### config.mk
export PLATFORM = sky130hd
export DESIGN_NAME = pipe_reg_file
export DESIGN_NICKNAME = d
export VERILOG_FILES = /design/src/rtl/pipe_reg_file.sv
export SDC_FILE = /design/constraint.sdc
export NUM_CORES = 1
export LEC_CHECK = 0
export BUFFER_PORTS_ARGS = -buffer_cell sky130_fd_sc_hd__buf_2
export CORE_MARGIN = 2
export CORE_UTILIZATION = 50
export CTS_CLUSTER_DIAMETER = 200
export DETAILED_ROUTE_END_ITERATION = 10
export HOLD_SLACK_MARGIN = 0.06
export PLACE_DENSITY = 0.69
export RECOVER_POWER = 25
export SYNTH_ARGS = -nofsm -noshare
export SYNTH_HDL_FRONTEND = slang
export SYNTH_SLANG_ARGS = --single-unit
### constraint.sdc
create_clock -name clk -period 7.2 [get_ports clk]
set_input_delay 0 -clock clk [delete_from_list [all_inputs] [get_ports clk]]
set_output_delay 0 -clock clk [all_outputs]
set_load 0.1 [all_outputs]
### src/rtl/pipe_reg_file.sv
// pipe_reg_file: register file with forwarding of same-cycle writes and a pending (scoreboard) bit per register
//   clk, rst                       : clock, synchronous active-high reset
//   read1/read2 -> reg1/reg2       : combinational read ports
//   busy1/busy2                    : addressed register still awaits its producer
//   write_reg/write_addr/write_data: write port, also retires the pending bit
//   issue_en/issue_addr            : marks a destination register as pending
//   pend_cnt                       : registered count of pending registers
module pipe_reg_file #(
    parameter int DATA_W   = 8,
    parameter int ADDR_W   = 3,
    parameter int ZERO_REG = 1,
    parameter int BYPASS   = 1
) (
    input  logic              clk,
    input  logic              rst,
    input  logic [ADDR_W-1:0] read1,
    input  logic [ADDR_W-1:0] read2,
    output logic [DATA_W-1:0] reg1,
    output logic [DATA_W-1:0] reg2,
    output logic              busy1,
    output logic              busy2,
    input  logic              write_reg,
    input  logic [ADDR_W-1:0] write_addr,
    input  logic [DATA_W-1:0] write_data,
    input  logic              issue_en,
    input  logic [ADDR_W-1:0] issue_addr,
    output logic [ADDR_W:0]   pend_cnt
);
    localparam int DEPTH = 2 ** ADDR_W;
    logic [DATA_W-1:0] mem [DEPTH];
    logic [DEPTH-1:0]  pending;
    logic [DEPTH-1:0]  pend_nxt;
    logic [ADDR_W:0]   cnt_nxt;
    logic              fwd1;
    logic              fwd2;
    logic              zero1;
    logic              zero2;
    logic              wr_ok;
    // issue is applied after the write-clear so a new producer wins over the retiring one
    always_comb begin
        pend_nxt = pending;
        if (write_reg) pend_nxt[write_addr] = 1'b0;
        if (issue_en) pend_nxt[issue_addr] = 1'b1;
        if (ZERO_REG != 0) pend_nxt[0] = 1'b0;
        cnt_nxt = '0;
        for (int i = 0; i < DEPTH; i++) cnt_nxt = cnt_nxt + (ADDR_W+1)'(pend_nxt[i]);
    end
    always_comb begin
        wr_ok = write_reg && !(ZERO_REG != 0 && write_addr == '0);
        fwd1  = BYPASS != 0 && write_reg && write_addr == read1;
        fwd2  = BYPASS != 0 && write_reg && write_addr == read2;
        zero1 = ZERO_REG != 0 && read1 == '0;
        zero2 = ZERO_REG != 0 && read2 == '0;
        reg1  = zero1 ? '0 : fwd1 ? write_data : mem[read1];
        reg2  = zero2 ? '0 : fwd2 ? write_data : mem[read2];
        busy1 = pending[read1] && !fwd1;
        busy2 = pending[read2] && !fwd2;
    end
    always_ff @(posedge clk) begin
        if (rst) begin
            for (int i = 0; i < DEPTH; i++) mem[i] <= '0;
            pending  <= '0;
            pend_cnt <= '0;
        end else begin
            if (wr_ok) mem[write_addr] <= write_data;
            pending  <= pend_nxt;
            pend_cnt <= cnt_nxt;
        end
    end
endmodule

== Yosys cells after proc, flatten, opt, wreduce, memory -nomap -nowiden ==
Memories as Yosys holds them, arrays and structs flattened.
Index checks and enable logic that the tools add are counted.

* $lt $le $gt $ge: 6
* Multiplexer cells: 22
* Reduce and logical (&&, ||, !) cells: 14
* Add/subtract/negate cells: 6
* Bitwise gates (word level): 3
* Equal/unequal tests: 2

{| class="wikitable"
|+ Operators with widths
! kind !! number
|-
| 2-to-1 mux 8 bit || 7
|-
| < comparator 3 x 4 -> 1 bit (second input constant) || 4
|-
| adder 4 x 1 -> 4 bit || 3
|-
| 2-to-1 mux 1 bit || 10
|-
| zero test 3 bit || 3
|-
| bitwise AND 8 bit || 1
|-
| inverter 8 bit || 1
|-
| OR 8 bit || 1
|-
| OR reduction 8 bit || 1
|-
| logical AND 1 bit || 7
|-
| binary-select mux 1 bit (select 3 bit) || 2
|-
| demux 1 bit (select 3 bit) || 2
|-
| equality test 3 bit || 2
|-
| >= comparator 3 x 1 -> 1 bit (second input constant) || 2
|-
| adder 3 x 1 -> 4 bit || 1
|-
| adder 2 x 1 -> 3 bit || 1
|-
| zero test 1 bit || 3
|-
| 2-to-1 mux 3 bit || 1
|-
| adder 1 x 1 -> 2 bit || 1
|}

* Bits in writable memories: 64
* Input bits: 24
* Register bits: 12
* Memories: 1

{| class="wikitable"
|+ Memory list
! memory !! depth !! bits a word !! read ports !! clocked after memory_dff !! wr ports !! RTL line !! text
|-
| mem || 8 || 8 || 2 || 0 || 8 || 30 || <nowiki>logic [DATA_W-1:0] mem [DEPTH];</nowiki>
|}

== Longest topological paths before layout ==
* Depth after elaboration: 15
* Gate-level depth with buffers: 10

== Worst setup path after synthesis ==
No wires, ideal clock.

* Path type: in2out
* From: input port write_addr[1]
* To: output port reg1[0]
* Data arrival time: 2946 ps
* Required time: 7200 ps
* Path slack: 4254 ps
* Stages on the path: 5
* Cells stage by stage: buf_2 -> xnor2_1 -> nand4_2 -> buf_6 -> a211oi_1

* Longest elaborated chain between the ends: 4

{| class="wikitable"
|+ Ends and longest elaborated chain
! item !! RTL line !! text
|-
| start: declaration || 23 || <nowiki>input logic [ADDR_W-1:0] write_addr,</nowiki>
|-
| equality test 3 bit || 50 || <nowiki>fwd1 = BYPASS != 0 && write_reg && write_addr == read1;</nowiki>
|-
| logical AND 1 bit || 50 ||
|-
| 2-to-1 mux 8 bit (2 in series) || 54 || <nowiki>reg1 = zero1 ? '0 : fwd1 ? write_data : mem[read1];</nowiki>
|-
| end: declaration || 18 || <nowiki>output logic [DATA_W-1:0] reg1,</nowiki>
|}

Every way passes these cells.

== Final worst setup path ==
* From: input port issue_en
* To: register pend_cnt[1]

* Longest elaborated chain between the ends: 7

{| class="wikitable"
|+ Ends and longest elaborated chain
! item !! RTL line !! text
|-
| start: declaration || 25 || <nowiki>input logic issue_en,</nowiki>
|-
| 2-to-1 mux 8 bit * || 43 || <nowiki>if (issue_en) pend_nxt[issue_addr] = 1'b1;</nowiki>
|-
| adder 1 x 1 -> 2 bit || 46 || <nowiki>for (int i = 0; i < DEPTH; i++) cnt_nxt = cnt_nxt + (ADDR_W+1)'(pend_nxt[i]);</nowiki>
|-
| adder 2 x 1 -> 3 bit || 46 ||
|-
| adder 3 x 1 -> 4 bit || 46 ||
|-
| adder 4 x 1 -> 4 bit (2 in series) || 46 ||
|-
| adder 4 x 1 -> 4 bit * || 46 ||
|-
| via cnt_nxt[1] || 33 || <nowiki>logic [ADDR_W:0] cnt_nxt;</nowiki>
|-
| end signal: assignment || 67 || <nowiki>pend_cnt <= cnt_nxt;</nowiki>
|-
| end: declaration || 27 || <nowiki>output logic [ADDR_W:0] pend_cnt</nowiki>
|}

Mark *: on every way through the listed nets, which the timed path passes. The rest lies on a longest branch.
A chain may end at the register's enable or synchronous reset.

==> results.yml <==
pwr:
  power.static_leakage_uw: 0.001861
  worst_ir_drop_vdd_v: 0.00008282
  cellPowerDensity_nw_per_um2: 225.7
layout:
  layout-area-overhead-vs-synth_pct: 11.56
  fillCellCount: 722
  final_nets: 397
  n_antenna_cell: 0
  layout-drive-gt1-share: 0.2299
  stdcell_count: 482
setup_path:
  slowest_delay_ns: 0.60
  dominant_cell_type_by_count_on_the_critical_path: "sky130_fd_sc_hd__fa_1"
  worst_setup_path_start_kind: "input pin"
  worst_ep_required_time_ns: 7.39
  critical_path_arrival_ns: 3.13
  critPathSlowestCell: "sky130_fd_sc_hd__fa_1"
  timing.setup.critical_path_class: "input pin to flip-flop"
  critical_path_fanout_max: 5
  worstSetupEndpointType: "flip-flop"
  timing.critical_path.cells: "dlygate4sd3_1 > clkbuf_1 > nor2b_1 > a22oi_1 > fa_1 > fa_1 > fa_1 > inv_1 > fa_1 > nor2b_1"
synth:
  yosys.area_share.xor_xnor: 0.02609
  synthMostInstantiatedCell: "sky130_fd_sc_hd__edfxtp_1"
  muxShareOfSynthArea: 0.2264
  synthAdderAreaFrac: 0.01796
  synth-seq-area-share: 0.4759
  syn-mean-instance-area_um2: 14.25
  share_of_the_synthesized_area_in_the_top_cell_type: 0.4310
  ys_warn_count: 0
  synth_async_sr_flop_share: 0
  synth.largest_area_cell: "sky130_fd_sc_hd__edfxtp_1"
  synthTopCellsByArea: "sky130_fd_sc_hd__edfxtp_1 43%, sky130_fd_sc_hd__mux4_2 10%, sky130_fd_sc_hd__mux4_1 8.2%"
  synth_common_cells: "64 x sky130_fd_sc_hd__edfxtp_1, 57 x sky130_fd_sc_hd__and2_1, 28 x sky130_fd_sc_hd__nor2_1, 20 x sky130_fd_sc_hd__mux4_2, 18 x sky130_fd_sc_hd__mux2i_1"
  ys_ff_latch: 74
  synthSimpleGateAreaFrac: 0.1582
  synthesis.area_um2: 4459
  synth.lib_cells_used.distinct: 40
  syn-instance-count: 313
  synth-edff-count: 64
  dominant_combinational_cell_family_by_area_after_synthesis: "multiplexers"
  synth_compound_gate_area_share: 0.05051
  postSynth.topFlopCell: "sky130_fd_sc_hd__edfxtp_1"
sta:
  layout_min_cycle_time_ns: 2.945
  report.final.slew_viol_count: 0
  fmaxAchievable_ghz: 0.3396
  rsz_0062_raised_after_global_routing: "no"
  report.final.setup_viol: 0
  max_slew.worst_pin.slew_ns: 1.402
  timing.clock.skew_ns: 0.0009375
  period_share: 0.4090
  final-hold-violation-count: 0
  fin_setup_tns_ns: 0
  worst_slew_margin_rel: 0.05799
global_routing:
  antenna_violations_before_repair: 0
  grt_util_met1: 0.3398
  groute.layer.met3.usage: 0.03121
  grt_use_met2: 0.3836
  grt_use_total: 0.2376
  grt.overflow.total: 0
  vias_in_the_first_global_route: 2927
  first_pass_grt_wire_length_um: 16950
  busiest_layer: "met2"
  pin_count_of_the_biggest_net_entering_global_routing: 30
route:
  route.detailed.drc: 0
  routed_wire_length_per_instance_um: 22.27
  post_drt_via_cell_ratio: 6.002
  first_iter_violations: 299
  detailedRoute.firstPassIterationCount: 5
  wirelength_um: 10740
  vias: 2893
  drtAntennaViolNets: 0
clock_network:
  cts_resized: 0
  cts.sinks: 74
  post-cts-setup-buffers: 0
  cts-buffers-inserted: 9
  clk_pin_slew_worst_paths_ns: 0.08
  clock_insertion_delay_worst_skew_ns: 0.35
  clock_tree_from_tritoncts: "built"
  cts.path.max_buffers: 2
  ctsHtreeMaxLevel: 3
  clock-root-buffer: "sky130_fd_sc_hd__clkbuf_8"
run_status:
  status: "completed"
place:
  port_buffers: 44
  dpl.cell_count: 453
  gp_routability_congestion: 0.8519
  dp_hpwl_um: 6824
floorplanning:
  fp.dieW_um: 98.44
  core-area_um2: 8678
  floorplan.die_area_um2: 9690
  initial_utilization: 0.5138
  num_rows: 34
  ios: 46
  die_height_um: 98.44
flow_run:
  max_cap_violations: 0
min_path:
  hold_class: "input pin to flip-flop"
==> stage by stage <==
| step | instance area, um2 | hold WS (ns) | total power [uW] | setup slack (ns) | util |
|---|---|---|---|---|---|
| final | 4975 | 0.08568 | 1123 | 4.255 | 0.5732 |
| after global routing | 4975 | 0.1086 | 1163 | 4.143 | 0.5732 |
| after CTS | 4991 | 0.07774 | 1127 | 4.385 | 0.5751 |
| after detailed placement | 4667 | 0.3773 | 812.1 | 4.145 | 0.5378 |
| after global placement | 4667 | 0.3762 | 807.6 | 4.154 | 0.5378 |
| after floorplan | 4489 | 0.1982 | 758.4 | 4.254 | - |
==> routing by layer <==
metal | share of wire | wire length (um) | vias to the layer above
met5 | 0 | 0 | -
met2 | 0.49 | 5236 | 122
met4 | 0.017 | 180 | 0
met1 | 0.43 | 4620 | 1449
met3 | 0.065 | 698 | 15
li1 | - | - | 1307
==> cell families after synthesis <==
group           after synthesis
flops                        74
buf+inv                      24
other cells                   1
compound gates               29
xor+xnor                      6
simple gates                122
mux                          53
fa+ha+maj                     4
==> critical path, delay by kind of cell <==
kind            cells  cell delay, ns
fa+ha+maj           4            1.80
buf+inv             3            0.80
simple gates        2            0.40
compound gates      1            0.15
==> registers in the layout, summed over array words and instances, names as in the netlist <==
signal    flops
pend_cnt      3
mem          64
pending       7
==> area by class of cell <==
type,count,area (um2),area share
clock buffer,9,123.9,0.02490
clock inverter,7,70.07,0.01408
inverter,3,11.26,0.002264
multi-input combinational,223,2161,0.4344
sequential,74,2122,0.4266
tap,108,135.1,0.02716
timing repair buffer,58,351.6,0.07067
==> final timing paths <==
kind | slack (ns) | to | cells past startpoint | startpoint
worst max register to register | 4.49 | pend_cnt[1] | 7 | pending[4]
worst min register to register | 0.59 | pending[3] | 2 | pending[3]
worst max-delay path | 4.25 | pend_cnt[1] | 10 | issue_en
worst min-delay path | 0.09 | mem[5][4] | 2 | write_data[4]
==> power by group <==
group	switching [uW]	internal (uW)
combinational	216	82.6
sequential	13.8	495
clock	157	159
total	387	736
==> cell usage in the layout (no fill, tap or decap), types with 2 or more instances in the layout <==
cell type,n
sky130_fd_sc_hd__nor2b_1,8
sky130_fd_sc_hd__clkbuf_8,9
sky130_fd_sc_hd__nor3_1,4
sky130_fd_sc_hd__clkinv_2,2
sky130_fd_sc_hd__and2_1,43
sky130_fd_sc_hd__clkbuf_1,5
sky130_fd_sc_hd__a22oi_1,2
sky130_fd_sc_hd__dfxtp_1,10
sky130_fd_sc_hd__mux4_2,20
sky130_fd_sc_hd__xnor2_4,3
sky130_fd_sc_hd__and2_0,14
sky130_fd_sc_hd__nand2b_1,9
sky130_fd_sc_hd__buf_2,39
sky130_fd_sc_hd__nand2_1,7
sky130_fd_sc_hd__edfxtp_1,64
sky130_fd_sc_hd__nand3_1,3
sky130_fd_sc_hd__mux4_1,14
sky130_fd_sc_hd__fa_1,4
sky130_fd_sc_hd__nor3_2,2
sky130_fd_sc_hd__clkinv_4,2
sky130_fd_sc_hd__a32oi_1,4
sky130_fd_sc_hd__nor2_1,28
sky130_fd_sc_hd__inv_1,3
sky130_fd_sc_hd__dlygate4sd3_1,13
sky130_fd_sc_hd__conb_1,9
sky130_fd_sc_hd__a211oi_1,15
sky130_fd_sc_hd__mux2i_1,18
sky130_fd_sc_hd__xnor2_1,2
==> timing repair <==
action                                  4_1_cts  5_1_grt
hold buffers                                 13        0
hold endpoints to repair                     50        0
endpoints found under the setup margin        0        0
(Power assumes the default switching activity.)
